File: src/rtl/result_line_packer_if.sv
// Packed-line output stream of result_line_packer (valid/ready).
// RESULT_NODE_MAX_EXP_EN adds the per-node max exponent sideband.
interface result_line_packer_if;
   logic [255:0] out_data;
   logic         out_vld;
   logic         out_ready;
   logic         out_last;
`ifdef RESULT_NODE_MAX_EXP_EN
   logic [7:0]   out_max_exp;

   modport master (output out_data, output out_vld, output out_last,
                   output out_max_exp, input out_ready);
   modport slave  (input out_data, input out_vld, input out_last,
                   input out_max_exp, output out_ready);
`else
   modport master (output out_data, output out_vld, output out_last,
                   input out_ready);
   modport slave  (input out_data, input out_vld, input out_last,
                   output out_ready);
`endif
endinterface

File: src/rtl/result_line_packer.sv
// Packs 128-bit bf16 result pairs into 256-bit lines held in a FIFO with node-last marking.
// Optional RESULT_NODE_MAX_EXP_EN carries the node's max lane exponent on the last line.
module result_line_packer #(
   parameter int DEPTH        = 16,
   parameter int ADDR_W       = 4,
   parameter int AFULL_THRESH = 12
) (
   input  logic                clk,
   input  logic                rst,
   input  logic [127:0]        res_data,
   input  logic                res_vld,
   input  logic [10:0]         lines_per_node_minusone,
   result_line_packer_if.master out_if,
   output logic [ADDR_W:0]     fifo_count,
   output logic                almost_full,
   output logic                overflow
);

`ifdef RESULT_NODE_MAX_EXP_EN
   localparam int ENTRY_W = 265;
`else
   localparam int ENTRY_W = 257;
`endif

   typedef enum logic {EMPTY, LOW_HELD} state_t;

   state_t         state, state_nxt;
   logic [10:0]    res_cnt;
   logic [127:0]   low_reg;
   logic           res_last;
   logic           push, push_last, latch_low;
   logic [255:0]   push_line;
   logic [ENTRY_W-1:0] push_entry;

   assign res_last = (res_cnt == lines_per_node_minusone);

   always_ff @(posedge clk) begin
      if (rst) state <= EMPTY;
      else     state <= state_nxt;
   end

   always_comb begin
      state_nxt = state;
      if (res_vld) begin
         case (state)
            EMPTY:    if (!res_last) state_nxt = LOW_HELD;
            LOW_HELD: state_nxt = EMPTY;
         endcase
      end
   end

   always_comb begin
      push      = 1'b0;
      push_last = 1'b0;
      push_line = '0;
      latch_low = 1'b0;
      if (res_vld) begin
         case (state)
            EMPTY: begin
               if (res_last) begin
                  push      = 1'b1;
                  push_last = 1'b1;
                  push_line = {128'h0, res_data};
               end else begin
                  latch_low = 1'b1;
               end
            end
            LOW_HELD: begin
               push      = 1'b1;
               push_last = res_last;
               push_line = {res_data, low_reg};
            end
         endcase
      end
   end

   always_ff @(posedge clk) begin
      if (rst) begin
         res_cnt <= '0;
         low_reg <= '0;
      end else begin
         if (res_vld) res_cnt <= res_last ? '0 : res_cnt + 11'd1;
         if (latch_low) low_reg <= res_data;
      end
   end

`ifdef RESULT_NODE_MAX_EXP_EN
   logic [7:0] max_run, lane_max, node_max;

   // Only real results feed the max, so padding lanes never contribute.
   always_comb begin
      lane_max = '0;
      for (int unsigned i = 0; i < 8; i++) begin
         if (res_data[16*i+7 +: 8] > lane_max) lane_max = res_data[16*i+7 +: 8];
      end
      node_max = (lane_max > max_run) ? lane_max : max_run;
   end

   always_ff @(posedge clk) begin
      if (rst)          max_run <= '0;
      else if (res_vld) max_run <= res_last ? '0 : node_max;
   end

   assign push_entry = {(push_last ? node_max : 8'h00), push_last, push_line};
`else
   assign push_entry = {push_last, push_line};
`endif

   logic [ENTRY_W-1:0] mem [DEPTH];
   logic [ADDR_W-1:0]  wr_ptr, rd_ptr;
   logic [ENTRY_W-1:0] head;
   logic               full, empty, pop, wr_en;

   assign full  = (fifo_count == (ADDR_W+1)'(DEPTH));
   assign empty = (fifo_count == '0);
   assign pop   = !empty && out_if.out_ready;
   // A full FIFO still takes a line when the head leaves in the same cycle.
   assign wr_en = push && (!full || pop);

   always_ff @(posedge clk) begin
      if (!rst && wr_en) mem[wr_ptr] <= push_entry;
   end

   always_ff @(posedge clk) begin
      if (rst) begin
         wr_ptr     <= '0;
         rd_ptr     <= '0;
         fifo_count <= '0;
         overflow   <= 1'b0;
      end else begin
         if (wr_en) wr_ptr <= wr_ptr + 1'b1;
         if (pop)   rd_ptr <= rd_ptr + 1'b1;
         case ({wr_en, pop})
            2'b10:   fifo_count <= fifo_count + 1'b1;
            2'b01:   fifo_count <= fifo_count - 1'b1;
            default: fifo_count <= fifo_count;
         endcase
         if (push && full && !pop) overflow <= 1'b1;
      end
   end

   assign head        = mem[rd_ptr];
   assign almost_full = (fifo_count >= (ADDR_W+1)'(AFULL_THRESH));

   assign out_if.out_vld  = !empty;
   assign out_if.out_data = empty ? '0 : head[255:0];
   assign out_if.out_last = !empty && head[256];
`ifdef RESULT_NODE_MAX_EXP_EN
   assign out_if.out_max_exp = empty ? 8'h00 : head[264:257];
`endif

endmodule

File: src/flat_wrapper.sv
// flat-port wrapper written by rule: the top's interface ports become plain ports
module result_line_packer_flat 
#(
   parameter int DEPTH        = 16,
   parameter int ADDR_W       = 4,
   parameter int AFULL_THRESH = 12
)
  (clk, rst, res_data, res_vld, lines_per_node_minusone, fifo_count, almost_full, overflow, out_if_out_data, out_if_out_vld, out_if_out_last, out_if_out_ready);
  result_line_packer_if out_if_i ();
  input  logic clk;
  input  logic rst;
  input  logic [127:0] res_data;
  input  logic res_vld;
  input  logic [10:0] lines_per_node_minusone;
  output logic [ADDR_W:0] fifo_count;
  output logic almost_full;
  output logic overflow;
  output wire logic [$bits(out_if_i.out_data)-1:0] out_if_out_data;
  output wire logic [$bits(out_if_i.out_vld)-1:0] out_if_out_vld;
  output wire logic [$bits(out_if_i.out_last)-1:0] out_if_out_last;
  input wire logic [$bits(out_if_i.out_ready)-1:0] out_if_out_ready;
  assign out_if_out_data = out_if_i.out_data;
  assign out_if_out_vld = out_if_i.out_vld;
  assign out_if_out_last = out_if_i.out_last;
  assign out_if_i.out_ready = out_if_out_ready;
  result_line_packer #(.DEPTH(DEPTH), .ADDR_W(ADDR_W), .AFULL_THRESH(AFULL_THRESH)) u_core (.clk(clk), .rst(rst), .res_data(res_data), .res_vld(res_vld), .lines_per_node_minusone(lines_per_node_minusone), .out_if(out_if_i), .fifo_count(fifo_count), .almost_full(almost_full), .overflow(overflow));
endmodule
File: config.mk
export PLATFORM = sky130hd
export DESIGN_NAME = result_line_packer_flat
export DESIGN_NICKNAME = d
export VERILOG_FILES = /design/src/rtl/result_line_packer_if.sv /design/src/rtl/result_line_packer.sv /design/src/flat_wrapper.sv
export SDC_FILE = /design/constraint.sdc
export NUM_CORES = 2
export LEC_CHECK = 0
export CAP_MARGIN = 20
export CORE_UTILIZATION = 40
export CTS_BUF_LIST = sky130_fd_sc_hd__clkbuf_4
export CTS_CLUSTER_DIAMETER = 60
export DETAILED_ROUTE_END_ITERATION = 6
export PLACE_DENSITY = 0.55
export SLEW_MARGIN = 20
export SYNTH_ARGS = -nofsm -noshare
export SYNTH_HDL_FRONTEND = slang
export SYNTH_MEMORY_MAX_BITS = 65536
export SYNTH_SLANG_ARGS = --single-unit
File: constraint.sdc
create_clock -name clk -period 93.2 [get_ports clk]
set_clock_uncertainty 0.15 [all_clocks]
set_input_delay 18.64 -clock clk [delete_from_list [all_inputs] [get_ports clk]]
set_output_delay 18.64 -clock clk [all_outputs]
set_load 0.02 [all_outputs]
# After elaboration in Yosys (flattened, before gate mapping)
# Memory sizes are Yosys's and may differ from the RTL's. A register that Yosys moved wholly into a read port is not among the register bits.
# Cells that the tools add are included.
# totals
n_memories	1
ff_bits	154
mem_bits_rw	4112
inputBits	143
word_cells	51
# mem_list
memory	depth	width	rd	rd_ports_with_merged_regs	wr	line_no	rtl
u_core.mem	16	257	1	1	1	result_line_packer.sv:109	logic [ENTRY_W-1:0] mem [DEPTH];
# classes
bitwise_logic	1
reduce_logical	13
n_addsub	5
eq_ne	4
mux	19
magnitude_cmp	1
# op_table
cell	n
$mux 256	2
$pmux 256 s2	1
$mux 128	1
$add 11x1->11 const B	1
$eq 11x11->1	1
$mux 11	1
$pmux 5 s2	1
$add 4x1->4 const B	2
$mux 1	8
$mux 4	2
$logic_and 1x1->1	6
$pmux 1 s2	3
$add 5x1->5 const B	1
$eq 5x5->1 const B	1
$ge 5x4->1 const B	1
$logic_not 5->1	1
$sub 5x1->5 const B	1
$logic_not 1->1	4
$eq 2x1->1 const B	1
$eq 2x2->1 const B	1
$reduce_bool 2->1	1
$logic_or 1x1->1	1
$not 1->1	1

# Logic depth before layout (Yosys ltp)
# logic_depth
word_depth	8
ltp_mapped	13
depth_no_buf	11

# Worst setup path before layout
# OpenSTA, ideal clock, no wires.
# synth_path
path_type	input port to flip-flop
start	input lines_per_node_minusone[6]
end	memory u_core.mem[0][0], enable pin
setup_slack_ns	47.581
setup_time_ns	1.503
n_path_buf	1
arrival_ns	43.966
stages	6
path_cell_list	xor2_1 -> nor4_2 -> nand4_1 -> a21o_1 -> clkbuf_1 -> nor4_1
# synth_between
elab_chain_len	8
# synth_lines
element	line_no	rtl
start, declared	flat_wrapper.sv:14	input logic [10:0] lines_per_node_minusone;
$eq 11x11->1	result_line_packer.sv:35	assign res_last = (res_cnt == lines_per_node_minusone);
$mux 1	result_line_packer.sv:60	if (res_last) begin
$pmux 1 s2	result_line_packer.sv:58	case (state)
$mux 1	result_line_packer.sv:57	if (res_vld) begin
$logic_and 1x1->1	result_line_packer.sv:118	assign wr_en = push && (!full || pop);
$logic_and 1x1->1	result_line_packer.sv:121	if (!rst && wr_en) mem[wr_ptr] <= push_entry;
$mux 1	result_line_packer.sv:121	
$mux 1 (implied by the code)	result_line_packer.sv:121	
end, declared	result_line_packer.sv:109	
# No other way between the ends.

==> results.json <==
{
  "status": "finished, violations left",
  "violations": "DRC",
  "r2r-end": "u_core.mem[1][194]",
  "grt_max_degree": 125,
  "nNetsFinal": 8536,
  "synthArstFlopShare_pct": 0,
  "synthAdderAreaFrac_pct": 0.0811,
  "routed_wl_um": 458000,
  "cts_made_buffers": 1191,
  "yosysSeqAreaShare_pct": 77.5,
  "cts_root_buffer": "clkbuf_4",
  "dieArea_um2": 411000,
  "cts_sinks": 4270,
  "finalCritPeriodShare_pct": 29.4,
  "yosysWarnings": 0,
  "fmax_ghz": 0.0364,
  "power.density_nw_per_um2": 24.6,
  "busiest_layer": "met2",
  "synth-edff-count": 4112,
  "grt_setup_unrepaired": "false",
  "ant_nets": 0,
  "rows": 234,
  "cts_hold_buf": 0,
  "hold_path_class": "reg2reg",
  "reg2reg_depth": 10,
  "yosys.area_share.xor_xnor_pct": 0.145,
  "cts_setup_buffers": 0,
  "io_buffers": 407,
  "crit_type": "reg2out",
  "seq_area_um2": 127000,
  "met3_usage_pct": 5.08,
  "insertion_delay_ps": 1670,
  "drive_above_1_share_pct": 36.4,
  "tightest_slew_ps": 1120,
  "synth_fp_nets": 7181,
  "met1_usage_pct": 28.6,
  "fillers": 34100,
  "reg2reg_from": "u_core.res_cnt[1]",
  "hold_viol": 0,
  "synth-compound-area-share_pct": 1.16,
  "drc": 32,
  "core-area_um2": 407000,
  "start_util_pct": 40.2,
  "cts_tree": "yes",
  "fin_ws_ps": 65760,
  "fin_area_um2": 189000,
  "clock_path_buffers": 5,
  "grt_first_pass_wirelength_um": 642000,
  "p_leak_nw": 60.8,
  "use_met2_pct": 38.2,
  "ir_drop_v": 0.0000261,
  "ys_types": 41,
  "syn_area_per_cell_um2": 23.3,
  "min_period_ps": 27440,
  "tns_ps": 0,
  "io_pins": 408,
  "place_ws_ps": 67130,
  "fin_util_pct": 46.4,
  "worstSetupStartpointType": "register",
  "place_congestion": 0.747,
  "dieWidth_um": 641,
  "synthCells": 7028,
  "setup_viol": 0,
  "dp_hpwl_um": 241000,
  "dpl_cell_area_um2": 174000,
  "synth_area_um2": 163000,
  "drt_first_pass_iters": 7,
  "cp-end-kind": "primary output",
  "cts.reportedPaths.clkPinSlew_ps": 60,
  "cts_max_level": 7,
  "synth_top_family_by_area": "multiplexers",
  "drv_cap": 0,
  "drt_iter0_markers": 7796,
  "synthTopCellsByArea": "edfxtp_1 (76%), mux4_2 (18%), dfxtp_1 (1.9%)",
  "cts-resized-gates": 0,
  "slew_viol_final": 0,
  "multiInputGateArea_um2": 35200,
  "via_per_inst": 5.58,
  "r2r_slack_ps": 87560,
  "vias": 81500,
  "wl_per_cell_um": 31.3,
  "antenna_found_initial": 57,
  "yosys.area.top_type": "edfxtp_1",
  "worstPathRequired_ps": 74410,
  "ys_seq_elements": 4270,
  "die_height_um": 641,
  "cp-endpoint": "out_if_out_data[107]",
  "grt.overflow.total": 0,
  "synth_top_area_share_pct": 75.5,
  "crit_path_max_fanout": 48,
  "critPathArrivalTime_ps": 8650,
  "largest_reg_flops": 4112,
  "max_slew_margin_pct": 25.1,
  "synth_mux_area_share_pct": 17.7,
  "synth_flop_cell": "edfxtp_1",
  "area_delta_synth_final_pct": 15.5,
  "grt_pass1_vias": 87000,
  "synth-simple-area-share_pct": 2.35,
  "power.total_mw": 4.65,
  "track_usage_pct": 22.4
}
## cells in the final DEF (no fill, tap or decap), types with 6 or more instances in the layout
cell / instances
a21oi_1: 136
a22o_1: 128
and2_1: 257
and3_1: 131
buf_12: 24
buf_4: 153
bufinv_16: 15
clkbuf_4: 1771
clkdlybuf4s50_1: 405
clkinv_1: 124
clkinv_2: 17
dfxtp_1: 153
diode_2: 33
edfxtp_1: 4112
ha_1: 9
inv_2: 15
mux4_2: 1285
nand2_1: 263
nand2b_1: 7
nand4_1: 8
nor2_1: 19
nor3_1: 6
nor3_2: 12
nor4_2: 6
xor2_1: 22
## cell type report
class	count	share of cell area, %
clock buffers	1771	7.04
multi-input cells	2329	18.6
repair buffers	586	3.03
well taps	5428	3.60
flip-flops and latches	4270	67.1
inverters	5	0.00994
diodes	33	0.0437
clock inverters	179	0.596
## cell usage after synthesis, types with 5 or more instances
cell and n:
edfxtp_1 4112, a22o_1 128, nand4_1 8, xnor2_1 5
nand2b_1 7, ha_1 9, nor2_1 19, buf_1 37
clkbuf_1 277, xor2_1 22, o21ai_0 5, buf_2 108
a21oi_1 136, nand2_1 263, dfxtp_1 158, mux4_2 1285
and2_1 258, and3_1 131, nor3_1 18
## worst min path at each step
stage,start,endpoint,slack (ps),cells past startpoint
final,u_core.overflow,u_core.overflow,300,2
after CTS,u_core.overflow,u_core.overflow,300,2
after detailed placement,u_core.overflow,u_core.overflow,290,2
after floorplan,u_core.low_reg[0],u_core.low_reg[0],290,2
after global routing,u_core.low_reg[76],u_core.low_reg[76],320,2
after global placement,u_core.low_reg[1],u_core.low_reg[1],290,2
## routing by layer
metal | part of all wire (%) | wire length (um) | vias to the layer above
met4 | 1.8 | 8170 | 0
met1 | 40 | 183000 | 44600
met5 | 0 | 0 | -
li1 | - | - | 33300
met3 | 6.2 | 28400 | 536
met2 | 52 | 238000 | 3005
## through the flow
| stage | std cells | hold WS (ps) |
|---|---|---|
| finish | 14600 | 301 |
| CTS | 14600 | 302 |
| detailed placement | 12600 | 291 |
| global placement | 12600 | 291 |
| global route | 14600 | 319 |
| floorplan | 7028 | 287 |
## where the power goes
part           leakage [nW]  switching, mW  internal (mW)
Combinational          12.1          0.490          0.411
Sequential             40.0         0.0107           2.09
Clock                  8.70          0.743          0.900
Total                  60.8           1.24           3.41
## cell families (layout without fill, tap and decap cells)
family	count (synthesis)	count (layout)
flops	4270	4270
compound gates	277	277
buf+inv	429	2541
simple gates	726	726
fa+ha+maj	10	10
other cells	0	33
xor+xnor	27	27
mux	1289	1289
## critical path, cell delays in order, from the launching register on
cell	delay [ps]
dfxtp_4	870
buf_4	720
buf_4	760
buf_4	780
buf_4	880
buf_4	890
mux4_2	600
mux4_2	560
and2_1	190
clkdlybuf4s50_1	540
Note: power is estimated with default switching activity, not from simulation.
